[config.mk]
export PLATFORM = sky130hd
export DESIGN_NAME = xadc_scan_ctrl
export DESIGN_NICKNAME = d
export VERILOG_FILES = /design/src/rtl/xadc_scan_ctrl.sv
export SDC_FILE = /design/constraint.sdc
export NUM_CORES = 1
export LEC_CHECK = 0
export CAP_MARGIN = 0
export CORE_MARGIN = 5
export CORE_UTILIZATION = 61
export DETAILED_ROUTE_END_ITERATION = 16
export PLACE_DENSITY_LB_ADDON = 0.05
export SKIP_CTS_REPAIR_TIMING = 1
export SLEW_MARGIN = 20
export SYNTH_ARGS = -nofsm -noshare
export SYNTH_HDL_FRONTEND = slang
export SYNTH_SLANG_ARGS = --single-unit
[constraint.sdc]
create_clock -name clk200 -period 7.3 [get_ports clk200]
set_clock_uncertainty 0.05 [all_clocks]
set_input_delay 2.19 -clock clk200 [delete_from_list [all_inputs] [get_ports clk200]]
set_output_delay 2.19 -clock clk200 [all_outputs]
set_load 0.01 [all_outputs]
[src/rtl/xadc_scan_ctrl.sv]
// xadc_scan_ctrl: walks a channel range through the XADC DRP reader,
// averages 2^k samples per channel and streams {ch, avg, err}.
module xadc_scan_ctrl #(
    parameter int START_CYCLES = 4,
    parameter int GAP_CYCLES   = 64,
    parameter int TIMEOUT_CYC  = 65535,
    parameter int MAX_AVG_LOG2 = 4
) (
    input  logic        clk200,
    input  logic        rst_n,
    input  logic        scan_start,
    input  logic        scan_abort,
    input  logic        continuous,
    input  logic [4:0]  first_ch,
    input  logic [5:0]  num_ch,
    input  logic [2:0]  avg_log2,
    output logic        rd_start,
    output logic [4:0]  rd_ch_sel,
    input  logic        rd_done,
    input  logic [11:0] rd_result,
    output logic        out_valid,
    input  logic        out_ready,
    output logic [4:0]  out_ch,
    output logic [11:0] out_data,
    output logic        out_err,
    output logic        busy,
    output logic        scan_done
);
    localparam int AW = 12 + MAX_AVG_LOG2;
    localparam int CW = MAX_AVG_LOG2 + 1;
    localparam int TW = $clog2(TIMEOUT_CYC + GAP_CYCLES + START_CYCLES + 1);

    typedef enum logic [2:0] {
        S_IDLE, S_REQ, S_WAIT, S_GAP, S_EMIT, S_NEXT
    } state_t;

    state_t        state, state_n;
    logic [TW-1:0] tmr;
    logic [4:0]    ch, first_q;
    logic [5:0]    nch_q, idx;
    logic [2:0]    avg_q;
    logic          cont_q;
    logic [AW-1:0] acc;
    logic [CW-1:0] cnt;
    logic          err;
    logic          abort_pend;
    logic          done_q;

    logic [2:0]    avg_in;
    logic [5:0]    nch_in;
    logic [CW-1:0] cnt_max;
    logic          req_end, gap_end, tmo;
    logic          sample_evt, last_sample, last_ch;

    assign avg_in      = (avg_log2 > 3'(MAX_AVG_LOG2)) ? 3'(MAX_AVG_LOG2) : avg_log2;
    assign nch_in      = (num_ch == 6'd0) ? 6'd1 : num_ch;
    assign cnt_max     = (CW'(1) << avg_q) - CW'(1);
    assign req_end     = (tmr == TW'(START_CYCLES - 1));
    assign gap_end     = (tmr == TW'(GAP_CYCLES));
    assign tmo         = (tmr == TW'(TIMEOUT_CYC - 1));
    assign sample_evt  = (state == S_WAIT) && (rd_done || tmo);
    assign last_sample = (cnt == cnt_max);
    assign last_ch     = (idx == nch_q - 6'd1);

    // State register
    always_ff @(posedge clk200 or negedge rst_n) begin
        if (!rst_n) state <= S_IDLE;
        else        state <= state_n;
    end

    // Next-state decode; an abort is only taken where no request is open
    always_comb begin
        state_n = state;
        case (state)
            S_IDLE: if (scan_start) state_n = S_GAP;
            S_GAP: begin
                if (abort_pend)   state_n = S_IDLE;
                else if (gap_end) state_n = S_REQ;
            end
            S_REQ:  if (req_end) state_n = S_WAIT;
            S_WAIT: if (sample_evt) state_n = last_sample ? S_EMIT : S_GAP;
            S_EMIT: if (out_ready) state_n = S_NEXT;
            S_NEXT: begin
                if (abort_pend || (last_ch && !cont_q)) state_n = S_IDLE;
                else                                   state_n = S_GAP;
            end
            default: state_n = S_IDLE;
        endcase
    end

    // Outputs decoded from state; beat fields are zero outside EMIT
    always_comb begin
        rd_start  = (state == S_REQ);
        rd_ch_sel = ch;
        out_valid = (state == S_EMIT);
        out_ch    = (state == S_EMIT) ? ch : 5'd0;
        out_data  = (state == S_EMIT) ? 12'(acc >> avg_q) : 12'd0;
        out_err   = (state == S_EMIT) ? err : 1'b0;
        busy      = (state != S_IDLE);
        scan_done = done_q;
    end

    // Shared phase timer: start width, reader timeout and settling gap
    always_ff @(posedge clk200 or negedge rst_n) begin
        if (!rst_n)
            tmr <= '0;
        else if (state_n != state)
            tmr <= '0;
        else if (state == S_REQ || state == S_WAIT || state == S_GAP)
            tmr <= tmr + TW'(1);
    end

    // Scan config, channel walk and per-channel accumulation
    always_ff @(posedge clk200 or negedge rst_n) begin
        if (!rst_n) begin
            ch      <= '0;
            first_q <= '0;
            nch_q   <= '0;
            idx     <= '0;
            avg_q   <= '0;
            cont_q  <= 1'b0;
            acc     <= '0;
            cnt     <= '0;
            err     <= 1'b0;
        end else begin
            case (state)
                S_IDLE: if (scan_start) begin
                    ch      <= first_ch;
                    first_q <= first_ch;
                    nch_q   <= nch_in;
                    idx     <= '0;
                    avg_q   <= avg_in;
                    cont_q  <= continuous;
                    acc     <= '0;
                    cnt     <= '0;
                    err     <= 1'b0;
                end
                S_WAIT: if (sample_evt) begin
                    cnt <= cnt + CW'(1);
                    if (rd_done) acc <= acc + AW'(rd_result);
                    else         err <= 1'b1;
                end
                S_NEXT: begin
                    acc <= '0;
                    cnt <= '0;
                    err <= 1'b0;
                    if (last_ch) begin
                        ch  <= first_q;
                        idx <= '0;
                    end else begin
                        ch  <= ch + 5'd1;
                        idx <= idx + 6'd1;
                    end
                end
                default: ;
            endcase
        end
    end

    // Pending abort flag and the end-of-scan pulse
    always_ff @(posedge clk200 or negedge rst_n) begin
        if (!rst_n) begin
            abort_pend <= 1'b0;
            done_q     <= 1'b0;
        end else begin
            if (state == S_IDLE)  abort_pend <= 1'b0;
            else if (scan_abort)  abort_pend <= 1'b1;
            done_q <= (state != S_IDLE) && (state_n == S_IDLE);
        end
    end

endmodule
==> metrics.md <==
| Metric | Value |
|---|---|
| MaxCap Viol Count | 0 |
| P_sw | 0.0008541 W |
| Min Tclk post-route | 4988 ps |
| Post-synthesis sequential area ratio | 36.29% |
| Synth cell types | 65 |
| Io pins | 60 |
| Die Span Y | 98.96 µm |
| CTS sink count | 70 |
| Flops & latches, synth | 70 |
| Antenna cells | 0 |
| Routed Antenna Nets | 0 |
| Worst reg2reg path depth | 9 |
| Power density over cell area | 356.3 nW/µm² |
| Post-synth EDFFs | 0 |
| Hold Slack | 424.8 ps |
| Final Hold Vio Count | 0 |
| R2r setup slk | 3650 ps |
| Fin crit share | 68.34% |
| Gate power share | 47.0% |
| Drt pass-1 iters | 5 |
| Nature of the critical path endpoint | output pin |
| Ys flop type | dfrtp_1 |
| Clock Tree Root | clkbuf_8 |
| WL/cell | 16.43 µm |
| Max FO, Critical Path | 14 |
| Vias in the first global route | 4021 |
| RD Place Congestion | 0.9113 |
| Clock-pin slew on the worst setup and hold paths | 80 ps |
| FP Rows | 32 |
| Die ar. | 9792 µm² |
| CP startpoint kind | flop |
| CTS tree | done |
| Slew at the pin with the worst max-slew slack | 904.1 ps |
| Switching share of power | 42.31% |
| Syn. warnings | 0 |
| GRT overflow | 0 |
| Final net count | 627 |
| Slew Limit Headroom | 39.73% |
| First-pass GRT wire length | 18980 µm |
| Initial Util | 62.47% |
| RSZ-0062 raised after global routing | false |
| Worst r2r dst | tmr[6] |
| Layout cells sized above 1 | 7.972% |
| Final setup fails | 0 |
| FFs w/ async S/R, synth | 100.0% |
| Initial antenna violation count | 0 |
| Post-synthesis instance area | 4827 µm² |
| Hold EP | first_q[3] |
| Maximum clock frequency | 200.5 MHz |
| Clock network fraction of design power | 18.9% |
| CP Data Required Time | 5060 ps |
| Max Slew Vio Count | 0 |
| Vias per cell | 6.133 |
| Largest net degree at the start of global routing | 71 |
| Syn_area_per_cell | 9.177 µm² |
| CTS Buf Count | 9 |
| DRC errors left | 0 |
| P&R area growth vs syn | 17.37% |
| Maximum VDD drop | 0.1884 mV |
| Hold path startpoint | first_q[3] |
| Detailed-route wire length | 11160 µm |
| Longest Clk Path Bufs | 2 |
| PortBufs | 59 |
| Syn nets | 580 |
| GRT Total Usage | 23.55% |
| Critical R2R Launch | avg_q[2] |
| Post-synthesis cell count | 526 |
| H-tree levels | 3 |
| Critical path type | flop to output pin |
| Hold Crit Class | flop to flop |
| Cell Int Power | 0.001165 W |
| Setup tns final | 0 ps |
| DP HPWL | 7770 µm |
| Drt initial violations | 199 |
| Core area | 7727 µm² |
| Hold Path Stages | 1 |
| Flop pwr share | 34.1% |
| DR vias | 4164 |
| Status | finished clean |
| Post-Place Cells | 664 |
| Total chip power | 0.002019 W |
| Final core occ | 73.32% |
| Finished Layout Cells | 679 |
| LEAKAGE | 2.424 nW |
| Die W | 98.96 µm |
| Worst EP arrival | 2750 ps |
| Clock latency on the worst-skew pair | 350 ps |
## synth_stat cells, drive strengths merged, types with 3 or more instances
cell	n	area (µm²)
nand3b	3	22.52
or4	3	26.27
o311ai	4	35.04
nand2b	4	25.02
nand4	6	37.54
nand3	28	140.1
and2	3	18.77
mux4	8	180.2
nor3	7	40.04
a21oi	29	182.7
and3	16	100.1
nor2b	3	18.77
mux2i	22	220.2
xor2	24	210.2
nor2	50	187.7
inv	19	71.32
dfrtp	70	1752
clkbuf	13	58.80
nor3b	5	48.80
o211ai	6	58.81
nand2	52	195.2
or3	4	25.02
buf	12	68.82
a31oi	3	18.77
a211oi	9	67.56
nor4	6	37.54
a21o	9	68.82
o21ai	35	175.2
and4	4	35.03
ha	20	250.2
xnor2	20	175.2
## worst max-delay path by stage
stage | from | cells after the start | slack (ps) | end
global route | rd_result[0] | 10 | 2140 | acc[14]
floorplan | rd_result[0] | 9 | 2830 | acc[12]
finish | state[0] | 4 | 2310 | out_data[2]
CTS | avg_q[0] | 4 | 2240 | out_data[5]
global placement | rd_result[0] | 10 | 2180 | acc[12]
detailed placement | rd_result[0] | 10 | 2150 | acc[14]
## kinds of logic after synthesis
| kind of cell | after synthesis | synth area share, % |
|---|---|---|
| flip-flops | 70 | 36.29 |
| XOR/XNOR | 44 | 7.983 |
| adder cells (fa/ha/maj) | 21 | 5.599 |
| multiplexers | 31 | 8.528 |
| AO/OA/AOI/OAI | 117 | 16.74 |
| AND/OR/NAND/NOR | 199 | 20.74 |
| buffers and inverters | 44 | 4.121 |
## layer usage
layer / GRT usage, % / wire [µm]
met1: 32.73 / 5147
met2: 37.24 / 5353
met3: 4.034 / 450
met4: 8.193 / 203
met5: 0 / 0
## critical path, cell delays in order, from the launching register on
cell,delay [ps]
dfrtp_1,540
nor2_1,560
nand2_1,460
nor2_1,270
clkdlybuf4s50_1,570
## power by group through the flow
| stage | sequential [W] | clock [W] | combinational, W |
|---|---|---|---|
| floorplan | 0.000593 | 0 | 0.000811 |
| global placement | 0.000686 | 0 | 0.000909 |
| detailed placement | 0.000692 | 0 | 0.000935 |
| CTS | 0.000686 | 0.000386 | 0.000944 |
| global route | 0.000714 | 0.000399 | 0.00106 |
| finish | 0.000687 | 0.000382 | 0.000949 |
## cell usage in the layout, fill, tap and decap left out, types with 3 or more instances in the layout
master and count:
dfrtp_1 69, clkdlybuf4s50_1 58, nand2_1 52, nor2_1 50
o21ai_0 35, nand3_1 28, xor2_1 24, mux2i_1 22
xnor2_1 20, ha_1 20, inv_1 19, a21oi_1 19
and3_1 16, a21oi_2 10, clkbuf_8 10, a211oi_1 9
mux4_2 8, a21o_1 8, nor4_1 6, nand4_1 6
nor3_1 6, o211ai_1 5, or3_1 4, nand2b_1 4
and4_1 4, nor3b_1 4, nand3b_1 3, o311ai_0 3
nor2b_1 3, a31oi_1 3, bufinv_16 3
## metrics by stage
stage | setup slack [ps] | instance area, µm²
6_report | 2312 | 5665
5_1_grt | 2137 | 5665
4_1_cts | 2238 | 5664
3_5_place_dp | 2151 | 5428
3_3_place_gp | 2184 | 5428
2_1_floorplan | 2831 | 4827
## sequential cells by signal, indices dropped and copies added, names as in the netlist
register / flops
tmr: 17
acc: 16
cont_q: 1
abort_pend: 1
err: 1
rd_ch_sel: 5
nch_q: 6
first_q: 5
idx: 6
state: 3
cnt: 5
scan_done: 1
avg_q: 3
## layout make-up
cell class	instances	area (µm²)
Clock buffer	11	141.4
Clock inverter	4	95.09
Tap cell	102	127.6
Inverter	19	71.32
Fill cell	607	2062
Multi-Input combinational cell	412	2877
Timing Repair Buffer	61	600.6
Sequential cell	70	1753
Note: power is estimated with default switching activity, not from simulation.
